File: config.mk
export PLATFORM = sky130hd
export DESIGN_NAME = double_ceil
export DESIGN_NICKNAME = d
export VERILOG_FILES = /design/src/rtl/double_ceil.sv
export SDC_FILE = /design/constraint.sdc
export NUM_CORES = 1
export LEC_CHECK = 0
export CAP_MARGIN = 10
export CORE_ASPECT_RATIO = 1.25
export CORE_MARGIN = 2
export CORE_UTILIZATION = 55
export DETAILED_ROUTE_END_ITERATION = 7
export DONT_BUFFER_PORTS = 1
export GPL_TIMING_DRIVEN = 1
export PLACE_DENSITY = 0.77
export REMOVE_ABC_BUFFERS = 1
export SLEW_MARGIN = 0
export SYNTH_ARGS = -nofsm -noshare
export SYNTH_HDL_FRONTEND = slang
export SYNTH_SLANG_ARGS = --single-unit
File: constraint.sdc
create_clock -name clk -period 5.3 [get_ports clk]
set_clock_uncertainty 0.2 [all_clocks]
set_input_delay 1.06 -clock clk [delete_from_list [all_inputs] [get_ports clk]]
set_output_delay 1.06 -clock clk [all_outputs]
set_load 0.02 [all_outputs]
File: src/rtl/double_ceil.sv
// ---------------------------------------------------------------------------
// double_ceil
//
// Pipelined IEEE-754 binary64 ceiling unit. Each cycle one raw 64-bit double
// is accepted and, two rising edges later, z = ceil(a) appears. This is the
// smallest integral double that is >= a. There is no handshake. The unit
// accepts one operand per clock and never stalls, so callers align results
// purely by latency.
//
// Ports
//   clk  in   1   rising-edge clock
//   rst  in   1   synchronous active-high reset; clears every pipeline register
//   a    in  64   operand, binary64 bit pattern
//   z    out 64   registered result, binary64 bit pattern
//
// Pipeline
//   Stage 1 classifies the operand (NaN, pass-through, |a|<1, fractional).
//   It builds the mask of mantissa bits that lie below the binary point and
//   flags whether any of those bits are set. These are registered together
//   with the operand.
//   Stage 2 truncates or increments the magnitude and registers z.
// ---------------------------------------------------------------------------
module double_ceil (
  input  logic        clk,
  input  logic        rst,
  input  logic [63:0] a,
  output logic [63:0] z
);

  // Operand classes that decide how stage 2 forms the result.
  typedef enum logic [1:0] {
    CLS_PASS  = 2'd0,
    CLS_NAN   = 2'd1,
    CLS_SMALL = 2'd2,
    CLS_FRAC  = 2'd3
  } opClass_t;

  localparam logic [10:0] EXP_MAX      = 11'h7FF;
  localparam logic [10:0] EXP_BIAS_M1  = 11'd1022;
  localparam logic [10:0] EXP_LAST_FR  = 11'd1074;
  localparam logic [51:0] MANT_ONES    = {52{1'b1}};
  localparam logic [63:0] POS_ONE      = 64'h3FF0_0000_0000_0000;
  localparam logic [63:0] NEG_ZERO     = 64'h8000_0000_0000_0000;

  // Stage 1 decode signals.
  logic        aSign;
  logic [10:0] aExp;
  logic [51:0] aMant;
  logic [5:0]  shiftAmt;

  opClass_t    class_d,    class_q;
  logic [51:0] fracMask_d, fracMask_q;
  logic        hasFrac_d,  hasFrac_q;
  logic [63:0] operand_d,  operand_q;

  // Stage 2 datapath signals.
  logic [62:0] magIn;
  logic [62:0] mask63;
  logic [62:0] truncMag;
  logic [62:0] bumpMag;
  logic [63:0] z_d, z_q;

  // Stage 1 combinational decode. The operand is classified here.
  // For operands with 0 <= E <= 51, the mask of mantissa bits below the
  // binary point is built, and the flag records whether any of them is set.
  // The shift amount is E itself. Because the bias 1023 is 63 modulo 64,
  // E equals the low six exponent bits plus one, taken modulo 64. That value
  // is exact in the only range where it is used (1023..1074). This avoids an
  // 11-bit subtract.
  always_comb begin
    aSign      = a[63];
    aExp       = a[62:52];
    aMant      = a[51:0];
    shiftAmt   = aExp[5:0] + 6'd1;
    operand_d  = a;
    class_d    = CLS_PASS;
    fracMask_d = '0;

    if (aExp == EXP_MAX) begin
      class_d = (aMant != '0) ? CLS_NAN : CLS_PASS;
    end else if (aExp == '0 && aMant == '0) begin
      class_d = CLS_PASS;
    end else if (aExp <= EXP_BIAS_M1) begin
      class_d = CLS_SMALL;
    end else if (aExp <= EXP_LAST_FR) begin
      class_d    = CLS_FRAC;
      fracMask_d = MANT_ONES >> shiftAmt;
    end else begin
      class_d = CLS_PASS;
    end

    hasFrac_d = |(aMant & fracMask_d);
  end

  // Stage 1 registers. This stage holds the operand and its decode.
  // Reset clears it, which discards any operand that is in flight.
  always_ff @(posedge clk) begin
    if (rst) begin
      operand_q  <= '0;
      class_q    <= CLS_PASS;
      fracMask_q <= '0;
      hasFrac_q  <= 1'b0;
    end else begin
      operand_q  <= operand_d;
      class_q    <= class_d;
      fracMask_q <= fracMask_d;
      hasFrac_q  <= hasFrac_d;
    end
  end

  // Stage 2 combinational result. Truncation clears the fractional bits.
  // For positive operands, the value is then bumped by one integer unit,
  // which is 1<<(52-E). That unit is exactly fracMask+1, so no second
  // shifter is needed. The add works on the whole {exponent, mantissa}
  // field, so a carry out of the mantissa raises the exponent. For example,
  // 3.75 becomes 4.0.
  always_comb begin
    magIn    = operand_q[62:0];
    mask63   = {11'b0, fracMask_q};
    truncMag = magIn & ~mask63;
    bumpMag  = truncMag + mask63 + 63'd1;
    z_d      = operand_q;

    unique case (class_q)
      CLS_PASS: begin
        z_d = operand_q;
      end
      CLS_NAN: begin
        z_d = {operand_q[63:52], 1'b1, operand_q[50:0]};
      end
      CLS_SMALL: begin
        z_d = operand_q[63] ? NEG_ZERO : POS_ONE;
      end
      CLS_FRAC: begin
        if (!hasFrac_q) begin
          z_d = operand_q;
        end else if (operand_q[63]) begin
          z_d = {1'b1, truncMag};
        end else begin
          z_d = {1'b0, bumpMag};
        end
      end
      default: begin
        z_d = operand_q;
      end
    endcase
  end

  // Stage 2 register. This drives z. Reset forces +0.0.
  always_ff @(posedge clk) begin
    if (rst) begin
      z_q <= '0;
    end else begin
      z_q <= z_d;
    end
  end

  assign z = z_q;

endmodule

==> out/qor.yml, run 1 <==
tns_ns: 0
yosysWarnings: 0
vias_per_cell: 6.834
multi_input_area_um2: 4969
grt_setup_unrepaired: "false"
synth.avg_cell_area_um2: 8.077
max-vdd-ir-drop_uv: 214.9
drive_above_1_share: 0.06655
dr.pass1.iters: 7
synthCells: 1112
wl_mm: 32.79
dpl_worst_slack_ns: 1.466
topRoutingLayerUsed: "met5"
cp_max_fo: 8
syn_area_um2: 8981
htree_num_levels: 4
hold_buffers: 0
ys_ff_latch: 183
dpl_cell_area_um2: 9154
drt-met1-wl_mm: 12.33
root_buffer: "clkbuf_16"
ys.flop_type: "dfxtp_1"
nNetsFinal: 1158
grt_max_degree: 127
dr_wl_met2_mm: 15.07
cp.required_ns: 5.47
critPathKind: "reg2reg"
hold_slack_ns: 0.2846
dp.cells: 1283
status: "completed"
cts_setup_buffers: 0
clkSlewWorstSetupHoldPaths_ns: 0.07
wl_per_cell_um: 24.97
drt_iter0_markers: 1036
core_um2: 16070
synth_edf_count: 0
fill_cells: 1451
cts_max_path_buffers: 2
grt_pass1_vias: 8379
synth_area_leader_cell: "dfxtp_1"
cts_buffers: 17
worstMarginPinSlew_ns: 1.154
overflow: 0
period_needed_ns: 3.724
antenna_found_initial: 1
async_flop_share: 0
finish.instance_area_um2: 9778
final-setup-viol-count: 0
grt_pass1_wl_mm: 48.53
min_period_over_period: 0.7025
mostFrequentLayoutCell: "dfxtp_1"
grtUsageTotal: 0.3687
power.density_nw_per_um2: 318.0
worst_setup_path_end_kind: "register"
cts_sinks: 183
cts_tree: "built"
chipHeight_um: 146.9
dpl.hpwl_mm: 23.69
gp_congestion: 1.020
area_delta_synth_final_pct: 8.874
fin_ws_ns: 1.576
ys_top_cells_by_area: "dfxtp_1 (41%), nor2_1 (6.0%), nor2b_1 (4.9%)"
rows: 52
maxSlewViolCount: 0
yosysTopAreaCellShare: 0.4079
vias: 8973
clock_latency_ns: 0.44
cts_resized: 0
dr_wl_met3_mm: 3.612
drc_errors: 0
io_pins: 130
drtAntennaViolNets: 0
final_cell_mix: "dfxtp_1 (183), nor2_1 (143), a21oi_1 (84)"
diodes: 0
max_freq_mhz: 268.6
cp.arrival_ns: 3.89
io_buffers: 0
synthDistinctLibCells: 74
hold_class: "reg2reg"
layout.cells.non_filler: 1313
drv_cap: 0
dieWidth_um: 118.3
yosysSeqAreaShare: 0.4079
ff_latch_area_um2: 3664
hold_viol: 0
die_area_um2: 17370
max_slew_margin: 0.2207
cp-start-kind: "register"
power.leakage_nw: 3.401
start_util: 0.5589
==> critical path, stage by stage (launching register included) <==
cell	delay (ns)
dfxtp_1	0.53
o22ai_1	0.23
nor4_2	0.68
nand3_1	0.48
nor4_2	0.74
nand3_1	0.23
or3_1	0.40
a31oi_1	0.16
==> through the flow <==
stage / total power [W] / util
after floorplan: 0.001681 / -
after global placement: 0.001759 / 0.5696
after detailed placement: 0.001761 / 0.5696
after CTS: 0.003106 / 0.6085
after global routing: 0.003189 / 0.6085
final: 0.003109 / 0.6085
==> state kept, by name (all words and copies together), names as in the netlist <==
| name | count |
|---|---|
| z | 64 |
| operand_q | 64 |
| hasFrac_q | 1 |
| fracMask_q | 52 |
| class_q | 2 |
==> report_power, final <==
part	total [W]	switching, W	internal (W)
clock network	0.00137	0.000554	0.000815
registers	0.00149	0.0000680	0.00142
logic	0.000248	0.000156	0.0000922
total	0.00311	0.000778	0.00233
==> area by class of cell <==
class / instances / share of cell area
multi-input cells: 834 / 0.5081
clock inverters: 10 / 0.01715
clock buffers: 20 / 0.04671
inverters: 33 / 0.01267
repair buffers: 17 / 0.01305
well taps: 216 / 0.02764
flip-flops and latches: 183 / 0.3747
==> cells in the mapped netlist, types with 3 or more instances <==
library cell    n
nor2_1        144
o2111ai_1       3
nand2_1        64
o22ai_1        26
xor2_1          7
nand4_1        13
a32o_1          4
a22o_1          4
o221ai_1        6
a21oi_1        84
nor3_1         40
or4_1          14
and3_1         12
mux2i_1        15
nand2b_1        9
a21o_1          3
dfxtp_1       183
o31ai_1         7
a21boi_0        3
a32oi_1        10
o211ai_1       13
o21bai_1        3
clkbuf_1       54
a211oi_1        9
nor4_2          3
mux2_2          7
a31oi_1        18
xnor2_1        11
a211o_1         3
nor2b_1        71
inv_1          32
ha_1            6
nand3b_1        6
and2_1          6
nor4_1         30
a2bb2oi_1       3
o21ai_0        50
nand4b_1        4
buf_1           6
or3_1          18
nand3_1        39
or2_2           4
a22oi_1        20
==> final timing paths <==
path / cells after the start / from / slack (ns) / end
worst max-delay path: 7 / fracMask_q[38] / 1.58 / z[62]
worst min-delay path: 2 / operand_q[1] / 0.28 / z[1]
worst max register to register: 7 / fracMask_q[38] / 1.58 / z[62]
worst min register to register: 2 / operand_q[1] / 0.28 / z[1]
==> routing by layer <==
metal | track usage | vias to the layer above
li1 | - | 4025
met5 | 0 | -
met4 | 0.2090 | 2
met3 | 0.09550 | 134
met1 | 0.4495 | 4192
met2 | 0.5910 | 620
==> cell families after synthesis <==
group / synth area share
simple gates: 0.2842
compound gates: 0.2165
flops: 0.4079
buf+inv: 0.03998
mux: 0.02549
xor+xnor: 0.01755
fa+ha+maj: 0.008359
No activity file was read; power rests on OpenSTA's default activity.
==> run 2: changes to the inputs <==
==> constraint.sdc (replaced) <==
create_clock -name clk -period 3.8 [get_ports clk]
set_clock_uncertainty 0.2 [all_clocks]
set_input_delay 0.76 -clock clk [delete_from_list [all_inputs] [get_ports clk]]
set_output_delay 0.76 -clock clk [all_outputs]
set_load 0.02 [all_outputs]
==> out/qor.yml, run 2 (same netlist as run 1, synthesis figures left out) <==
status: "completed"
path_buf_inv: 1  # +1
start_util: 0.5589  # unchanged
gp_congestion: 1.048  # +2.7%
power.leakage_nw: 3.524  # +3.6%
clkPwrFrac: 0.423  # -0.017
nNetsFinal: 1188  # +2.6%
max_freq_mhz: 286.2  # +6.6%
clock_latency_ns: 0.43  # about the same
clkSlewWorstSetupHoldPaths_ns: 0.07  # about the same
max_stage_delay_ns: 0.85  # +0.11 ns
cts_setup_buffers: 0  # unchanged
chipHeight_um: 146.9  # unchanged
intPower_w: 0.003125  # +34%
drt_iter0_markers: 1202  # +16%
vias: 9028  # +0.61%
area_delta_synth_final_pct: 10.95
tns_ns: 0  # unchanged
hold_buffers: 0  # unchanged
layout.cells.non_filler: 1346  # +2.5%
cp_top_family: "simple AND/OR/NAND/NOR gates"
grtUsageTotal: 0.3798  # +0.01107
wl_per_cell_um: 24.79  # -0.71%
critPathKind: "reg2reg"
die_area_um2: 17370  # unchanged
drc_errors: 0  # unchanged
seqPwrFrac: 0.491  # +0.011
io_buffers: 0  # unchanged
fin_ws_ns: 0.3060  # -1.271 ns
mostFrequentLayoutCell: "dfxtp_1"
cp.arrival_ns: 3.62  # -0.27 ns
grt_setup_unrepaired: "false"
min_period_over_period: 0.9195  # +0.2169
htree_num_levels: 4  # unchanged
holdCritStartpoint: "rst"
io_pins: 130  # unchanged
grt_pass1_vias: 8661  # +3.4%
dpl.hpwl_mm: 24.78  # +4.6%
core_um2: 16070  # unchanged
cp_max_fo: 13  # +5
worst_setup_path_end_kind: "register"
dp.cells: 1313  # +2.3%
grt_max_degree: 127  # unchanged
reg2reg_slack_ns: 0.31  # -1.27 ns
cp.required_ns: 3.93  # -1.54 ns
critical_path.startpoint: "operand_q[11]"
crit_slowest_cell: "nor4_1"
maxSlewViolCount: 0  # unchanged
cts_max_path_buffers: 2  # unchanged
root_buffer: "clkbuf_16"
hold_slack_ns: 0.1873  # -0.09723 ns
cts_buffers: 17  # unchanged
overflow: 0  # unchanged
drtAntennaViolNets: 0  # unchanged
period_needed_ns: 3.494  # -0.2295 ns
drv_cap: 0  # unchanged
drive_above_1_share: 0.09035  # +0.02380
cts_resized: 0  # unchanged
max_slew_margin: 0.3897  # +0.1690
wl_mm: 33.37  # +1.8%
cts_sinks: 183  # unchanged
grt_pass1_wl_mm: 50.23  # +3.5%
p_comb_frac: 0.086  # +0.006
cp-start-kind: "register"
vias_per_cell: 6.707  # -1.9%
worstMarginPinSlew_ns: 0.9071  # -0.2467 ns
hold_viol: 0  # unchanged
timing.rr.start: "operand_q[11]"
rows: 52  # unchanged
dr.pass1.iters: 6  # -1
crit_chain: "o22ai_2, nor4_4, o21ai_2, nor4_1, buf_4, nor4bb_1, nand3_1, and3_1"
final-setup-viol-count: 0  # unchanged
swShare: 0.2611  # +0.01095
final_cell_mix: "dfxtp_1 (183), nor2_1 (144), a21oi_1 (84)"
power.density_nw_per_um2: 424.5  # +33%
dieWidth_um: 118.3  # unchanged
hold_class: "in2reg"
p_switching_w: 0.001104  # +42%
cts_tree: "built"
dpl_worst_slack_ns: 0.4679  # -0.9979 ns
antenna_found_initial: 1  # unchanged
max-vdd-ir-drop_uv: 268.3  # +25%
run 2: cell count changes in the layout (fill, tap and decap cells not counted):
cell / change
nor2_2: -1
clkinvlp_4: +2
inv_6: +1
nor2_1: +1
clkinv_2: -1
buf_4: +30
bufinv_16: -2
diode_2: +1
clkbuf_1: +2
clkbuf_8: -1
clkinv_4: +1
run 2: final timing paths:
kind | end | cells after the start
setup / recovery | z[53] | 8
setup reg to reg | z[53] | 8
hold / removal | z[8] | 1
hold reg to reg | z[48] | 2
run 2: final cells by class:
cell class	count	area, µm²
Inverter	33	123.9
Clock inverter	11	135.1
Antenna cell	1	2.502
Timing Repair Buffer	47	352.8
Clock buffer	21	450.4
Sequential cell	183	3664
Multi-Input combinational cell	834	4966
Tap cell	216	270.3
Fill cell	1493	6106
run 2: per-layer routing:
layer	track usage	share of wire	vias up
li1	-	-	4084
met1	0.4598	0.39	4267
met4	0.1855	0.043	0
met5	0	0	-
met2	0.6225	0.47	568
met3	0.1040	0.099	109
run 2: metrics by stage:
stage	util	power, W	cell area, µm²
6_report	0.6201	0.004230	9965
5_1_grt	0.6199	0.004340	9962
4_1_cts	0.6199	0.004226	9962
3_5_place_dp	0.5835	0.002471	9376
3_3_place_gp	0.5835	0.002467	9376
2_1_floorplan	-	0.002345	8746
run 2: power by group through the flow:
stage | sequential (W) | clock, W | combinational [W]
global placement | 0.00212 | 0 | 0.000348
detailed placement | 0.00212 | 0 | 0.000350
finish | 0.00208 | 0.00179 | 0.000364
CTS | 0.00208 | 0.00180 | 0.000352
floorplan | 0.00211 | 0 | 0.000238
global route | 0.00209 | 0.00187 | 0.000389
